[config.mk]
export PLATFORM = sky130hd
export DESIGN_NAME = comparator_seq_ctrl
export DESIGN_NICKNAME = d
export VERILOG_FILES = /design/src/rtl/comparator_seq_ctrl.sv
export SDC_FILE = /design/constraint.sdc
export NUM_CORES = 1
export LEC_CHECK = 0
export ABC_AREA = 1
export ABC_CLOCK_PERIOD_IN_PS = 2300
export CAP_MARGIN = 25
export CORE_MARGIN = 5
export CORE_UTILIZATION = 26
export CTS_CLUSTER_DIAMETER = 60
export CTS_CLUSTER_SIZE = 30
export DETAILED_ROUTE_END_ITERATION = 8
export PLACE_DENSITY = 0.48
export SLEW_MARGIN = 20
export SYNTH_ARGS = -nofsm -noshare
export SYNTH_HDL_FRONTEND = slang
export SYNTH_SLANG_ARGS = --single-unit
[constraint.sdc]
create_clock -name clk -period 2.3 [get_ports clk]
set_input_delay 0.46 -clock clk [delete_from_list [all_inputs] [get_ports clk]]
set_output_delay 0.46 -clock clk [all_outputs]
set_load 0.1 [all_outputs]
[src/rtl/comparator_seq_ctrl.sv]
// Nibble-serial magnitude compare sequencer driving one external 4-bit comparator.
// Walks MSB nibble first and stops at the first unequal nibble or on bad comparator flags.
module comparator_seq_ctrl #(
  parameter int unsigned NIBBLES = 4
) (
  input  logic                 clk,
  input  logic                 rst,
  input  logic                 start,
  input  logic [4*NIBBLES-1:0] a,
  input  logic [4*NIBBLES-1:0] b,
  output logic [3:0]           cmp_a,
  output logic [3:0]           cmp_b,
  input  logic                 cmp_eq,
  input  logic                 cmp_gt,
  input  logic                 cmp_sm,
  output logic                 busy,
  output logic                 done,
  output logic                 eq,
  output logic                 gt,
  output logic                 sm,
  output logic                 err
);

  localparam int unsigned W     = 4 * NIBBLES;
  localparam int unsigned IDX_W = (NIBBLES > 1) ? $clog2(NIBBLES) : 1;
  localparam logic [IDX_W-1:0] IDX_TOP = IDX_W'(NIBBLES - 1);

  typedef enum logic [1:0] {
    S_IDLE,
    S_RUN,
    S_DONE
  } state_t;

  state_t           state, state_nxt;
  logic [W-1:0]     a_reg, a_nxt;
  logic [W-1:0]     b_reg, b_nxt;
  logic [IDX_W-1:0] idx, idx_nxt, idx_dec;
  logic [3:0]       cmp_a_nxt, cmp_b_nxt;
  logic             busy_nxt, done_nxt;
  logic             eq_nxt, gt_nxt, sm_nxt, err_nxt;
  logic             flags_ok;

  // Next-state and next-output decode
  always_comb begin
    state_nxt = state;
    a_nxt     = a_reg;
    b_nxt     = b_reg;
    idx_nxt   = idx;
    idx_dec   = idx - IDX_W'(1);
    cmp_a_nxt = cmp_a;
    cmp_b_nxt = cmp_b;
    busy_nxt  = busy;
    done_nxt  = 1'b0;
    eq_nxt    = eq;
    gt_nxt    = gt;
    sm_nxt    = sm;
    err_nxt   = err;
    flags_ok  = ({cmp_eq, cmp_gt, cmp_sm} == 3'b100) ||
                ({cmp_eq, cmp_gt, cmp_sm} == 3'b010) ||
                ({cmp_eq, cmp_gt, cmp_sm} == 3'b001);

    case (state)
      S_IDLE: begin
        if (start) begin
          a_nxt     = a;
          b_nxt     = b;
          idx_nxt   = IDX_TOP;
          // Present the MSB nibble straight from the capture so RUN starts comparing at once
          cmp_a_nxt = a[W-1 -: 4];
          cmp_b_nxt = b[W-1 -: 4];
          eq_nxt    = 1'b0;
          gt_nxt    = 1'b0;
          sm_nxt    = 1'b0;
          err_nxt   = 1'b0;
          busy_nxt  = 1'b1;
          state_nxt = S_RUN;
        end
      end
      S_RUN: begin
        if (!flags_ok) begin
          err_nxt   = 1'b1;
          eq_nxt    = 1'b0;
          gt_nxt    = 1'b0;
          sm_nxt    = 1'b0;
          done_nxt  = 1'b1;
          state_nxt = S_DONE;
        end else if (cmp_gt) begin
          gt_nxt    = 1'b1;
          done_nxt  = 1'b1;
          state_nxt = S_DONE;
        end else if (cmp_sm) begin
          sm_nxt    = 1'b1;
          done_nxt  = 1'b1;
          state_nxt = S_DONE;
        end else if (idx == '0) begin
          eq_nxt    = 1'b1;
          done_nxt  = 1'b1;
          state_nxt = S_DONE;
        end else begin
          idx_nxt   = idx_dec;
          cmp_a_nxt = a_reg[{idx_dec, 2'b00} +: 4];
          cmp_b_nxt = b_reg[{idx_dec, 2'b00} +: 4];
        end
      end
      S_DONE: begin
        busy_nxt  = 1'b0;
        state_nxt = S_IDLE;
      end
      default: begin
        busy_nxt  = 1'b0;
        state_nxt = S_IDLE;
      end
    endcase
  end

  // State and output registers
  always_ff @(posedge clk) begin
    if (rst) begin
      state <= S_IDLE;
      a_reg <= '0;
      b_reg <= '0;
      idx   <= '0;
      cmp_a <= '0;
      cmp_b <= '0;
      busy  <= 1'b0;
      done  <= 1'b0;
      eq    <= 1'b0;
      gt    <= 1'b0;
      sm    <= 1'b0;
      err   <= 1'b0;
    end else begin
      state <= state_nxt;
      a_reg <= a_nxt;
      b_reg <= b_nxt;
      idx   <= idx_nxt;
      cmp_a <= cmp_a_nxt;
      cmp_b <= cmp_b_nxt;
      busy  <= busy_nxt;
      done  <= done_nxt;
      eq    <= eq_nxt;
      gt    <= gt_nxt;
      sm    <= sm_nxt;
      err   <= err_nxt;
    end
  end

endmodule

==> impl_metrics.py <==
metrics = {
    "outcome": {
        "run_status": "finished clean",
    },
    "placed_design": {
        "dp_hpwl_mm": 4.43,
        "port_buffers": 51,
        "dp_cells": 490,
        "place_congestion": 0.755,
    },
    "logic_synthesis": {
        "yosys_warnings": 0,
        "ys_seq_elements": 50,
        "yosysTopAreaCell": "dfxtp_1",
        "yosysSeqAreaShare_pct": 43.4,
        "syn_area_per_cell_um2": 6.76,
        "synth_area_leaders": "dfxtp_1 (43%), nand2_1 (13%), inv_1 (9.0%)",
        "syn_area_mm2": 0.00230,
        "syn-num-nets": 380,
        "synthDistinctLibCells": 20,
        "yosysTopAreaCellShare_pct": 43.4,
        "netlist_instances": 341,
    },
    "critical_path": {
        "critPathKind": "reg2reg",
        "r2r_start": "idx[0]",
        "start_kind": "register",
        "end_kind": "register",
        "critical_path.startpoint": "idx[0]",
        "cp_data_required_time_ns": 2.56,
        "critical_path_peak_fanout": 18,
        "cp.arrival_ns": 1.86,
    },
    "routing": {
        "drt_iter0_drc": 67,
        "routedLengthMet1_mm": 3.10,
        "wl_met2_mm": 2.85,
        "route.met3.wl_um": 290,
        "drtAntennaViolNets": 0,
        "via_count": 2181,
        "wl_mm": 6.28,
        "wl_per_cell_um": 12.6,
        "drtPass1Iterations": 4,
        "vias_per_cell": 4.38,
        "remaining_drc_errors": 0,
        "top_layer": "met4",
    },
    "clocking": {
        "cts.sinks": 50,
        "cts-buffers-inserted": 5,
        "cts.reportedPaths.clkPinSlew_ns": 0.10,
        "cts_setup_buffers": 0,
        "clk_latency_ns": 0.31,
        "cts_tree": "done",
        "cts_buffer_depth": 2,
        "cts_htree_levels": 2,
        "root_buffer": "clkbuf_8",
        "cts.hold.buffers_added": 0,
        "ctsResizeCount": 0,
    },
    "timing": {
        "tightest_slew_ns": 0.455,
        "clock.fmax_ghz": 0.625,
        "min_period_over_period_pct": 69.6,
        "finalSetupViolations": 0,
        "holdWs_ns": 0.452,
        "final.setup.tns_ns": 0,
        "hold_violations": 0,
        "slew_viol_final": 0,
        "rsz0062_at_grt": "no",
        "relSlewSlack_pct": 69.7,
        "fin_worst_skew_ns": 0.00508,
        "final.min_clock_period_ns": 1.60,
    },
    "cells_and_area": {
        "drive_above_1_share_pct": 9.23,
        "post-route-util_pct": 34.2,
        "final_nets": 428,
        "n_antenna_cell": 0,
        "final_cells": 498,
        "flow.area_growth_from_synthesis_pct": 28.7,
    },
    "power_and_ir_drop": {
        "p_total_w": 0.00207,
        "switching_share_pct": 34.9,
        "power.density_mw_per_mm2": 698,
        "clkPwrFrac_pct": 25.9,
        "ir_worst_vdd_mv": 0.236,
        "cellInternalPower_w": 0.00135,
        "combPwrFrac_pct": 27.6,
        "leakagePower_nw": 1.39,
        "power_frac_seq_pct": 46.5,
        "power.net_switching_w": 0.000722,
    },
    "global_routing": {
        "grt_overflow": 0,
        "grt_pass1_vias": 2193,
        "grt_pass1_wl_mm": 10.6,
        "antenna_found_initial": 0,
        "grt_max_degree": 40,
        "globalRouteTotalUtil_pct": 11.8,
    },
    "floorplan": {
        "num_rows": 34,
        "io_pins": 52,
        "die_height_um": 104,
        "die_x_um": 104,
        "core-area_mm2": 0.00868,
        "die_area_mm2": 0.0108,
        "initial_core_util_pct": 26.6,
    },
    "run": {
        "maxCapViolCount": 0,
    },
    "min_path": {
        "hp-class": "reg2reg",
        "min_from": "b_reg[10]",
    },
}
-- power groups by stage --
stage / clock [W] / combinational, W / sequential (W)
floorplan: 0 / 0.000275 / 0.00111
global placement: 0 / 0.000575 / 0.000983
detailed placement: 0 / 0.000576 / 0.000984
CTS: 0.000563 / 0.000580 / 0.000964
global route: 0.000593 / 0.000635 / 0.000972
finish: 0.000536 / 0.000570 / 0.000963
-- cells in the mapped netlist, drive strengths merged --
cell,n
a21oi,36
buf,12
clkbuf,6
dfxtp,50
ha,1
inv,56
nand2,83
nand3,29
nand4,3
nor2,28
nor3,2
o21ai,35
-- worst max-delay path, stage by stage, from the launching register on --
cell	delay [ns]
dfxtp_1	0.38
inv_4	0.12
ha_1	0.32
inv_1	0.24
nand3_1	0.11
nand2_1	0.07
nand2_1	0.04
nand2_1	0.10
nor2_1	0.05
nor2_1	0.10
-- cells by family (layout without fill, tap and decap cells) --
logic type               Yosys count  count (layout)  share of synthesized area [%]
AO/OA/AOI/OAI                     71              71                           15.4
buffers and inverters             74             123                           14.1
flip-flops                        50              50                           43.4
adder cells (fa/ha/maj)            1               1                          0.543
AND/OR/NAND/NOR                  145             145                           26.5
-- area by class of cell --
| class | instances | area (um^2) |
|---|---|---|
| clock buffers | 5 | 68.8 |
| fillers | 984 | 5710 |
| flip-flops and latches | 50 | 1000 |
| clock inverters | 3 | 21.3 |
| inverters | 56 | 213 |
| multi-input cells | 217 | 978 |
| well taps | 108 | 135 |
| repair buffers | 59 | 548 |
-- layer usage --
metal  global-route usage (%)  vias up
li1                         -     1159
met1                     15.0      970
met2                     19.4       46
met3                     3.23        6
met4                     3.33        0
met5                        0        -
-- cell usage in the layout, fill, tap and decap left out --
master | synthesis | routed
ha_1 | 1 | 1
clkbuf_8 | 0 | 5
buf_4 | 2 | 21
a21oi_1 | 36 | 36
dfxtp_1 | 50 | 50
nor3_1 | 2 | 2
nor2_1 | 26 | 26
clkinvlp_4 | 0 | 1
clkinv_4 | 0 | 1
nand3_1 | 28 | 28
clkdlybuf4s50_1 | 0 | 37
inv_4 | 1 | 1
nand2_2 | 2 | 2
clkinv_2 | 0 | 1
o21ai_0 | 34 | 34
nand3_2 | 1 | 1
inv_1 | 55 | 55
o21ai_1 | 1 | 1
nand4_1 | 3 | 3
nor2_4 | 1 | 1
buf_12 | 0 | 1
nand2_1 | 81 | 81
nor2_2 | 1 | 1
-- metrics by stage --
step,worst slack [ns],cell area (um^2)
2_1_floorplan,0.699,2300
3_3_place_gp,0.480,2880
3_5_place_dp,0.479,2880
4_1_cts,0.634,2970
5_1_grt,0.488,2970
6_report,0.699,2970
-- worst paths after layout --
check	end	slack (ns)	cells past startpoint
worst max register to register	cmp_a[3]	0.70	9
worst max-delay path	cmp_a[3]	0.70	9
worst min register to register	b_reg[10]	0.45	2
worst min-delay path	b_reg[10]	0.45	2
(Power assumes the default switching activity.)
==> patch (same flow settings) <==
Reset style: asynchronous (`rst`), changed in one clocked block.
--- a/src/rtl/comparator_seq_ctrl.sv
+++ b/src/rtl/comparator_seq_ctrl.sv
@@ -114,7 +114,7 @@
   end
 
   // State and output registers
-  always_ff @(posedge clk) begin
+  always_ff @(posedge clk or posedge rst) begin
     if (rst) begin
       state <= S_IDLE;
       a_reg <= '0;
Formal check against the unedited RTL: differs if rst is asserted again (counterexample within 4 cycles, from zero or initial values and one cycle with rst high); with rst held inactive, the same outputs for 10 cycles.
==> patch against the original RTL <==
  * Die area increased by 2.6%
  * Area after synthesis increased by 2.9%
  * Sequential cell count unchanged
  * Worst hold slack improved by 32 ps
  * Via count decreased by 8.7%
  * Wire length decreased by 5.5%
  * Fmax decreased by 7.8%
  * Worst setup slack got worse by 130 ps
  * Cell area increased by 2.2%
Power is not compared: it rests on default switching activity, and its combinational part moved more than twofold at a synthesized area within 25%.
==> patch: results (changes against the original RTL) <==
place:
  placedCellCount: 459  # -6.3%
  postPlaceCellArea_um2: 2950  # +2.7%
  place_ws_ps: 409  # -70.2 ps
  routabilityCongestion: 0.823  # +9.1%
  place.detailed.hpwl_mm: 4.36  # -1.7%
global_route:
  grt_use_met3: 0.0263  # -0.00599
  grtUsageMet2: 0.168  # -0.0260
  grt_pass1_wl_mm: 9.84  # -6.8%
  grt_use_total: 0.109  # -0.00833
  grt_max_degree: 29  # -28%
  grt_pass1_vias: 2019  # -7.9%
worst_setup_path:
  worst_r2r_path_depth: 8  # -1
  reg2reg_slack_ps: 560  # -130 ps
  crit_path_max_fanout: 19  # +1
  r2r_end: "cmp_a[2]$_DFFE_PP0P_"
  crit_start: "idx[0]$_DFFE_PP0P_"
timing:
  slew_headroom: 0.623  # -0.0733
  holdWs_ps: 484  # +32.1 ps
  clock.fmax_ghz: 0.576  # -7.8%
drt:
  wirelength_mm: 5.94  # -5.5%
  vias_per_cell: 4.27  # -2.4%
  wl_met1_mm: 2.93  # -5.5%
  wl_met2_mm: 2.63  # -7.7%
  drtIter0Drc: 135  # +100%
  dr_wl_met3_um: 287  # -1.0%
logic_synthesis:
  ys.flop_type: "dfrtp_1"
  seq_area_frac_synth: 0.528  # +0.0934
  synthTopCellsByArea: "dfrtp_1 (53%), nand2_1 (25%), nand3_1 (4.0%)"
  ys_types: 22  # +10%
  syn_inst: 308  # -9.7%
  synth_fp_nets: 347  # -8.7%
  synth_commonest_cells: "nand2_1 (160), dfrtp_1 (50), nand3_1 (19)"
final_layout:
  nets: 397  # -7.2%
  drive_gt1_frac: 0.112  # +0.0194
  fillers: 957  # -2.7%
  multi_input_area_um2: 960  # -1.9%
pwr:
  power_mw: 4.21
status:
  status: "completed"
hold_path:
  whs_endpoint: "gt$_DFFE_PP0P_"
  min_from: "gt$_DFFE_PP0P_"
## patch: cell count changes in the layout (fill, tap and decap cells not counted), moves of 3 or more
cell	unedited run	this run
nand3_1	28	19
dfrtp_1	0	50
inv_1	55	15
dfxtp_1	50	0
a21oi_2	0	8
nand2_1	81	160
nor2_1	26	13
o21ai_0	34	12
a21oi_1	36	1
inv_2	0	3
## patch: final cells by class
type,instances,share of cell area
Sequential cell,50,0.413
Multi-Input combinational cell,225,0.317
Timing Repair Buffer,57,0.176
Tap cell,108,0.0446
Clock buffer,7,0.0252
Inverter,19,0.0244
## patch: kinds of logic after synthesis
family,synth area share
AO/OA/AOI/OAI,0.0755
adder cells (fa/ha/maj),0.00528
AND/OR/NAND/NOR,0.324
flip-flops,0.528
buffers and inverters,0.0675
## patch: critical path: stages, from the launching register on
cell	delay, ps
dfrtp_1	420
inv_4	120
ha_1	520
inv_2	170
nand3_1	120
nand2_1	60
nand2_1	50
nand2_1	80
a21oi_2	110
